## config.mk

```make
export PLATFORM = sky130hd
export DESIGN_NAME = serial_bit_sampler
export DESIGN_NICKNAME = d
export VERILOG_FILES = /design/src/rtl/serial_bit_sampler.sv
export SDC_FILE = /design/constraint.sdc
export NUM_CORES = 1
export LEC_CHECK = 0
export CORE_MARGIN = 8
export CORE_UTILIZATION = 55
export CTS_BUF_LIST = sky130_fd_sc_hd__clkbuf_8
export CTS_CLUSTER_DIAMETER = 200
export DETAILED_ROUTE_END_ITERATION = 7
export PLACE_DENSITY_LB_ADDON = 0.25
export RECOVER_POWER = 100
export SLEW_MARGIN = 10
export SYNTH_ARGS = -nofsm -noshare
export SYNTH_HDL_FRONTEND = slang
export SYNTH_SLANG_ARGS = --single-unit
```

## constraint.sdc

```tcl
create_clock -name clk -period 1.8 [get_ports clk]
set_clock_uncertainty 0.05 [all_clocks]
set_input_delay 0.36 -clock clk [delete_from_list [all_inputs] [get_ports clk]]
set_output_delay 0.36 -clock clk [all_outputs]
set_load 0.005 [all_outputs]
```

## src/rtl/serial_bit_sampler.sv

```systemverilog
// Oversampling start/stop serial receiver front-end: recovers data bits LSB first
// and strobes them into a downstream shift register, flagging frame completion.
module serial_bit_sampler #(
    parameter int M   = 5,
    parameter int DIV = 16
) (
    input  logic clk,
    input  logic reset,
    input  logic rx,
    output logic bit_out,
    output logic shift,
    output logic frame_valid,
    output logic frame_err,
    output logic busy
);

    localparam int CW = (DIV > 1) ? $clog2(DIV) : 1;
    localparam int BW = (M > 1) ? $clog2(M) : 1;

    localparam logic [CW-1:0] CNT_HALF = CW'(DIV / 2 - 1);
    localparam logic [CW-1:0] CNT_LAST = CW'(DIV - 1);
    localparam logic [BW-1:0] IDX_LAST = BW'(M - 1);

    typedef enum logic [2:0] {
        IDLE,
        START,
        DATA,
        STOP,
        ERR
    } state_t;

    state_t          state_q, state_d;
    logic [CW-1:0]   cnt_q, cnt_d;
    logic [BW-1:0]   bit_idx_q, bit_idx_d;
    logic            sync1_q, sync2_q;
    logic            bit_out_q, bit_out_d;
    logic            shift_q, shift_d;
    logic            valid_q, valid_d;
    logic            err_q, err_d;
    logic            rx_s;

    assign rx_s = sync2_q;

    // Synchroniser flops idle high so reset never looks like a start bit.
    always_ff @(posedge clk) begin
        if (!reset) begin
            sync1_q <= 1'b1;
            sync2_q <= 1'b1;
        end else begin
            sync1_q <= rx;
            sync2_q <= sync1_q;
        end
    end

    always_ff @(posedge clk) begin
        if (!reset) begin
            state_q   <= IDLE;
            cnt_q     <= '0;
            bit_idx_q <= '0;
            bit_out_q <= 1'b0;
            shift_q   <= 1'b0;
            valid_q   <= 1'b0;
            err_q     <= 1'b0;
        end else begin
            state_q   <= state_d;
            cnt_q     <= cnt_d;
            bit_idx_q <= bit_idx_d;
            bit_out_q <= bit_out_d;
            shift_q   <= shift_d;
            valid_q   <= valid_d;
            err_q     <= err_d;
        end
    end

    // Strobes are registered, so each appears the cycle after its sampling instant.
    always_comb begin
        state_d   = state_q;
        cnt_d     = cnt_q;
        bit_idx_d = bit_idx_q;
        bit_out_d = bit_out_q;
        shift_d   = 1'b0;
        valid_d   = 1'b0;
        err_d     = 1'b0;

        case (state_q)
            IDLE: begin
                cnt_d = '0;
                if (!rx_s) begin
                    state_d = START;
                end
            end

            START: begin
                if (cnt_q == CNT_HALF) begin
                    cnt_d = '0;
                    if (rx_s) begin
                        state_d = IDLE;
                    end else begin
                        state_d   = DATA;
                        bit_idx_d = '0;
                    end
                end else begin
                    cnt_d = cnt_q + CW'(1);
                end
            end

            DATA: begin
                if (cnt_q == CNT_LAST) begin
                    cnt_d     = '0;
                    bit_out_d = rx_s;
                    shift_d   = 1'b1;
                    if (bit_idx_q == IDX_LAST) begin
                        state_d   = STOP;
                        bit_idx_d = '0;
                    end else begin
                        bit_idx_d = bit_idx_q + BW'(1);
                    end
                end else begin
                    cnt_d = cnt_q + CW'(1);
                end
            end

            STOP: begin
                if (cnt_q == CNT_LAST) begin
                    cnt_d = '0;
                    if (rx_s) begin
                        valid_d = 1'b1;
                        state_d = IDLE;
                    end else begin
                        err_d   = 1'b1;
                        state_d = ERR;
                    end
                end else begin
                    cnt_d = cnt_q + CW'(1);
                end
            end

            // A held-low line (break) must not be mistaken for a new start bit.
            ERR: begin
                cnt_d = '0;
                if (rx_s) begin
                    state_d = IDLE;
                end
            end

            default: begin
                state_d   = IDLE;
                cnt_d     = '0;
                bit_idx_d = '0;
            end
        endcase
    end

    assign bit_out     = bit_out_q;
    assign shift       = shift_q;
    assign frame_valid = valid_q;
    assign frame_err   = err_q;
    assign busy        = (state_q != IDLE);

endmodule

```

==> metrics <==
Final Critical Period=1730 ps; worst endpoint data arrival time=between 1000 and 1500 ps; GR Overflow Total=0; Synth area leaders=dfxtp_1 (41%), ha_1 (4.8%), nand2_1 (3.4%), nor2_1 (3.4%), buf_2 (3.2%); mux share of post-synthesis cell area=under 10%; slowest stage cell on the critical path=clkdlybuf4s50_1; max incr delay on CP=~500 ps; Ys Warns=0; Post-CTS Setup Inserts=0; Worst EP required=around 1400 ps; beginning of the critical path=state_q[2]; Rows=13; WL/cell=approximately 14 µm; Post-Syn Instances=85; CTS tree=built; multi-input logic area=roughly 400 µm²; Leak=roughly 0.35 nW; dpl hpwl=about 1.1 mm; DRT Wirelength=1.49 mm; Routed Antenna Nets=0; cts hold-fix bufs=0; PortBufs=7; CTS buffer count=3; Synth Area in Compound Gates=between 10% and 20%; Peak Freq=a little under 600 MHz; antenna fix cells=0; First-pass DRT Iterations=4; outcome=finished clean; post-cts resize count=1; max-cap violation count=0; Final Setup Violations=0; flops & latches, synth=16; Net count, final=102; setup TNS=0 ps; # IOs=8; area leader, netlist=dfxtp_1; crit end category=output pin; worst skew pair latency=approximately 250 ps; Fillers=99; Worst Path Max Fanout=7; number of vias per cell=5.69; H-tree depth=1; Post-Layout Cell Count=between 100 and 150; final core occ=~69%; placed cell count=106; startpoint types=flip-flop; PD cells=~780 nW/µm²; Vias=around 630; area delta synth->final=16.7%; Hold Crit Start=sync1_q; Die X=53.6 µm; HP Class=reg -> reg; syn avg cell area=between 9 and 10 µm²; CTS root buf=clkbuf_8; crit path cell chain=inv_1, nand2_1, clkdlybuf4s50_1; initial antenna violation count=0; vias in the first global route=~580; Slew HR=77.2%; Final Cycle Share=a little over nine tenths; starting density of the core=approximately three fifths; largest family of logic cells by synthesized area=simple AND/OR/NAND/NOR gates; clock buffer depth=2; layout cell share with drive strength beyond 1=about 14%; pin count of the biggest net entering global routing=10; post-synthesis simple-gate area fraction=a little under a quarter; routability cong.=between 0.8 and 0.9; Seq/Total Area, Yosys=41.1%; Max Transition Viols Final=0; Core Footprint=between 1000 and 1500 µm²; Worst-path clk slew=roughly 70 ps; share of the synthesized area in the top cell type=about two fifths; drt drc=0; critical path class=reg -> out; die height=53.6 µm; die area=between 2000 and 3000 µm²; Post-Synth XOR/XNOR Area=under 10%; worst vdd ir=about 0.55 mV; Fin. Hold Viols=0; synth unique cells=31; RSZ-0062 raised after global routing=no; worst flop-to-flop path startpoint=cnt_q[0]; Worst-Margin Slew=342 ps; register area=324 µm²; first-pass GRT wire length=between 2 and 2.5 mm; Post-Synth Adder-Cell Area=approximately 4.8%; # clock sinks=16; Post-Syn Nets=91; Mapped Area=approximately 800 µm²; global-route total usage across every layer=a little under an eighth; DRT iter0 DRCs=12
[power breakdown]
group / leakage [nW] / switching [mW] / internal [mW]
Sequential: 0.130 / 0.00362 / 0.357
Clock: 0.0288 / 0.126 / 0.194
Combinational: 0.194 / 0.0159 / 0.0147
Total: 0.354 / 0.145 / 0.565
[synthesized netlist by cell type (all sizes together)]
cell,count
buf,5
nor2,7
o41ai,1
o211ai,1
a21oi,4
ha,3
nand4,1
a22oi,1
o31ai,1
nand2,8
mux2i,2
nor3,3
inv,6
a22o,1
o21ai,4
nand3,4
nor4,2
xor2,2
nand2b,3
o32ai,1
a211oi,1
and3,1
dfxtp,16
a211o,1
nor3b,3
a21boi,1
xnor2,2
[registers in the layout (all words and copies together) (netlist names)]
name,cells
rx_s,1
bit_idx_q,3
frame_valid,1
frame_err,1
sync1_q,1
cnt_q,4
state_q,3
shift,1
bit_out,1
[cells in the final DEF, fill, tap and decap left out]
cell type,synthesis,layout
dfxtp_1,16,15
nand2_1,7,8
nor2_1,7,7
inv_1,6,6
dlygate4sd3_1,0,5
nand3_1,3,4
a21oi_1,4,4
clkbuf_8,0,4
nand2b_1,3,3
o21ai_0,3,3
nor3_1,3,3
ha_1,3,3
buf_4,0,3
nor3b_1,2,2
xor2_1,2,2
nor4_1,2,2
mux2i_1,2,2
xnor2_1,2,2
clkdlybuf4s50_1,0,2
a211o_1,1,1
and3_2,1,1
o31ai_1,1,1
a21boi_1,1,1
nor3b_2,1,1
o21ai_1,0,1
a22oi_1,1,1
o41ai_2,1,1
a22o_4,1,1
o32ai_2,1,1
nand4_1,1,1
a211oi_1,1,1
o211ai_1,1,1
clkbuf_1,0,1
dfxtp_4,0,1
[routing by layer]
layer / GRT usage [%] / up-vias / routed length, µm
li1: - / 318 / -
met1: 13.6 / 293 / 712
met2: 18.2 / 13 / 695
met3: 3.31 / 2 / 68
met4: 6.30 / 0 / 12
met5: 0 / - / 0
[worst max-delay path: cells and delay by family (launching register included)]
kind	cells	cell delay, ps
and+or+nand+nor	1	80
buffers and inverters	2	600
DFF	1	380
[final timing paths]
| check | to | slack [ps] | depth (start not counted) |
|---|---|---|---|
| setup / recovery | busy | 70 | 3 |
| hold / removal | rx_s | 370 | 1 |
| setup reg to reg | bit_idx_q[1] | 160 | 5 |
| hold reg to reg | rx_s | 370 | 1 |
[per-stage QoR]
step	cell area [µm²]	hold WS, ps	power (mW)	setup WS (ps)
4_1_cts	930	371	0.719	29.0
3_3_place_gp	873	340	0.402	267
3_5_place_dp	873	356	0.402	241
6_report	910	369	0.710	73.9
2_1_floorplan	779	336	0.388	421
5_1_grt	910	401	0.736	20.0
[cells by family (layout without fill, tap and decap cells)]
logic type / count (synthesis) / after routing
simple gates: 32 / 32
fa+ha+maj: 3 / 3
compound gates: 17 / 17
mux: 2 / 2
buf+inv: 11 / 21
flops: 16 / 16
xor+xnor: 4 / 4
[final cells by class]
class | count | area share, %
clock buffers | 4 | 6.05
inverters | 6 | 2.48
multi-input cells | 58 | 43.2
flip-flops and latches | 16 | 35.6
well taps | 15 | 2.06
repair buffers | 11 | 10.6
Power figures use the tool's default switching activity.
==> edit, RTL diff (same flow settings) <==
Remove the register `valid_q`: a continuous assignment takes its place, so the output `frame_valid` follows one clock earlier.
--- a/src/rtl/serial_bit_sampler.sv
+++ b/src/rtl/serial_bit_sampler.sv
@@ -61,3 +61,2 @@
             shift_q   <= 1'b0;
-            valid_q   <= 1'b0;
             err_q     <= 1'b0;
@@ -69,3 +68,2 @@
             shift_q   <= shift_d;
-            valid_q   <= valid_d;
             err_q     <= err_d;
@@ -73,2 +71,4 @@
     end
+
+    assign valid_q = valid_d;
 
Function: same outputs for any inputs over 10 cycles, from zero or initial values and one cycle with reset low; that may be too few to reach the edited logic, so the function may still have changed.
==> edit against the original RTL <==
  * Register-to-register slack worse by 70 ps
  * Power is 10% lower
  * Design area is 5.6% higher
  * Setup slack better by 14 ps
  * Combinational power is 17% higher
  * Area after synthesis is 10% lower
  * Routed wire length is 24% higher
  * Sequential share of layout area is 3.7 points lower
  * Sequential cell count is 1 lower
  * Worst hold slack better by 0.64 ps
  * First-iteration DRC count is 83% higher
  * Non-clock buffer count is 14 higher
  * Critical path type unchanged
  * Critical endpoint is now frame_valid
==> edit: results (changes against the original RTL) <==
* Cell variety after synth at 27 (-13%)
* Largest net degree at the start of global routing at 11 (+1)
* Sequential cell area fraction in the yosys report at 42.9% (+1.8 points)
* Crit path max-delay cell type: dfxtp_2
* Reg2reg path depth at 6 (+1)
* Post-CTS setup buffer count at 2 (+2)
* Hpwl dp at 1230 um (+14%)
* Max incr delay on CP at 350 ps (-150 ps)
* Max Fanout on Critical Path at 3 (-4)
* Peak VDD IR at 0.000612 V (+12%)
* Nets at 112 (+9.8%)
* Net Count, Synth at 85 (-6.6%)
* Worst slew margin at 73.3% (-4.0 points)
* Vias in the first global route at 653 (+12%)
* Wirelength per Cell at 15.4 um (+14%)
* Critical Path End: frame_valid
* Commonest cells in the netlist: dfxtp_1 (15), nand2_1 (9), inv_1 (5), nor2_1 (5)
* Outcome: complete, no violations
* PortBufs at 7 (unchanged)
* Dpl cell area at 875 um2 (+0.14%)
* Worst EP arrival at 1300 ps (-20 ps)
* Layout cells sized above 1 at 24.8% (+11 points)
* Worst Hold Slack at 369 ps (+0.638 ps)
* Via density per instance at 5.80 (+1.9%)
* GPL Wtd Cong at 0.858 (+2.0%)
* Post-CTS sizing at 9 (+8)
* Top cells by area, synth: dfxtp_1 (43%), ha_1 (5.4%), nand2_1 (4.8%)
* Pleak at 0.000407 uW (+15%)
## edit: per-stage QoR
step	util, %	instances	TNS, ps	setup slack, ps
2_1_floorplan	-	79	0	52.1
3_3_place_gp	70.7	112	-52.5	-52.5
3_5_place_dp	70.7	112	-144	-144
4_1_cts	76.2	118	0	0.960
5_1_grt	77.7	120	0	13.2
6_report	77.7	120	0	88.0
## edit: area by class of cell
| cell class | count | area, um2 |
|---|---|---|
| clock buffer | 3 | 41.3 |
| tap | 15 | 18.8 |
| timing repair buffer | 25 | 194 |
| clock inverter | 1 | 3.75 |
| multi-input combinational | 56 | 378 |
| sequential | 15 | 307 |
| fill | 85 | 275 |
| inverter | 5 | 18.8 |
## edit: worst reg2reg max path, cell delays in order, from the launching register on
cell and delay (ps):
dfxtp_2 350, ha_4 150, nand2_2 70, or4_1 430
a311oi_2 260, buf_4 170, mux2i_1 170
## edit: per-layer routing
| layer | vias to the layer above | GRT usage (%) | share of wire [%] |
|---|---|---|---|
| met1 | 320 | 15.5 | 41 |
| li1 | 329 | - | - |
| met5 | - | 0 | 0 |
| met3 | 8 | 5.41 | 8.0 |
| met2 | 39 | 20.6 | 47 |
| met4 | 0 | 9.73 | 3.1 |
## edit: power groups by stage
stage               registers (uW)  clock network [uW]  logic, uW
finish                         337                 265       35.9
detailed placement             346                   0       36.1
CTS                            337                 264       36.3
global route                   338                 282       38.8
global placement               345                   0       34.9
floorplan                      345                   0       17.6
## edit: cell families (layout without fill, tap and decap cells)
kind of cell	after synthesis	in the layout	share of synthesized area, %
AND/OR/NAND/NOR	34	34	25.4
flip-flops	15	15	42.9
AO/OA/AOI/OAI	13	13	13.1
buffers and inverters	8	34	5.37
XOR/XNOR	4	4	5.01
adder cells (fa/ha/maj)	3	3	5.37
multiplexers	2	2	2.86
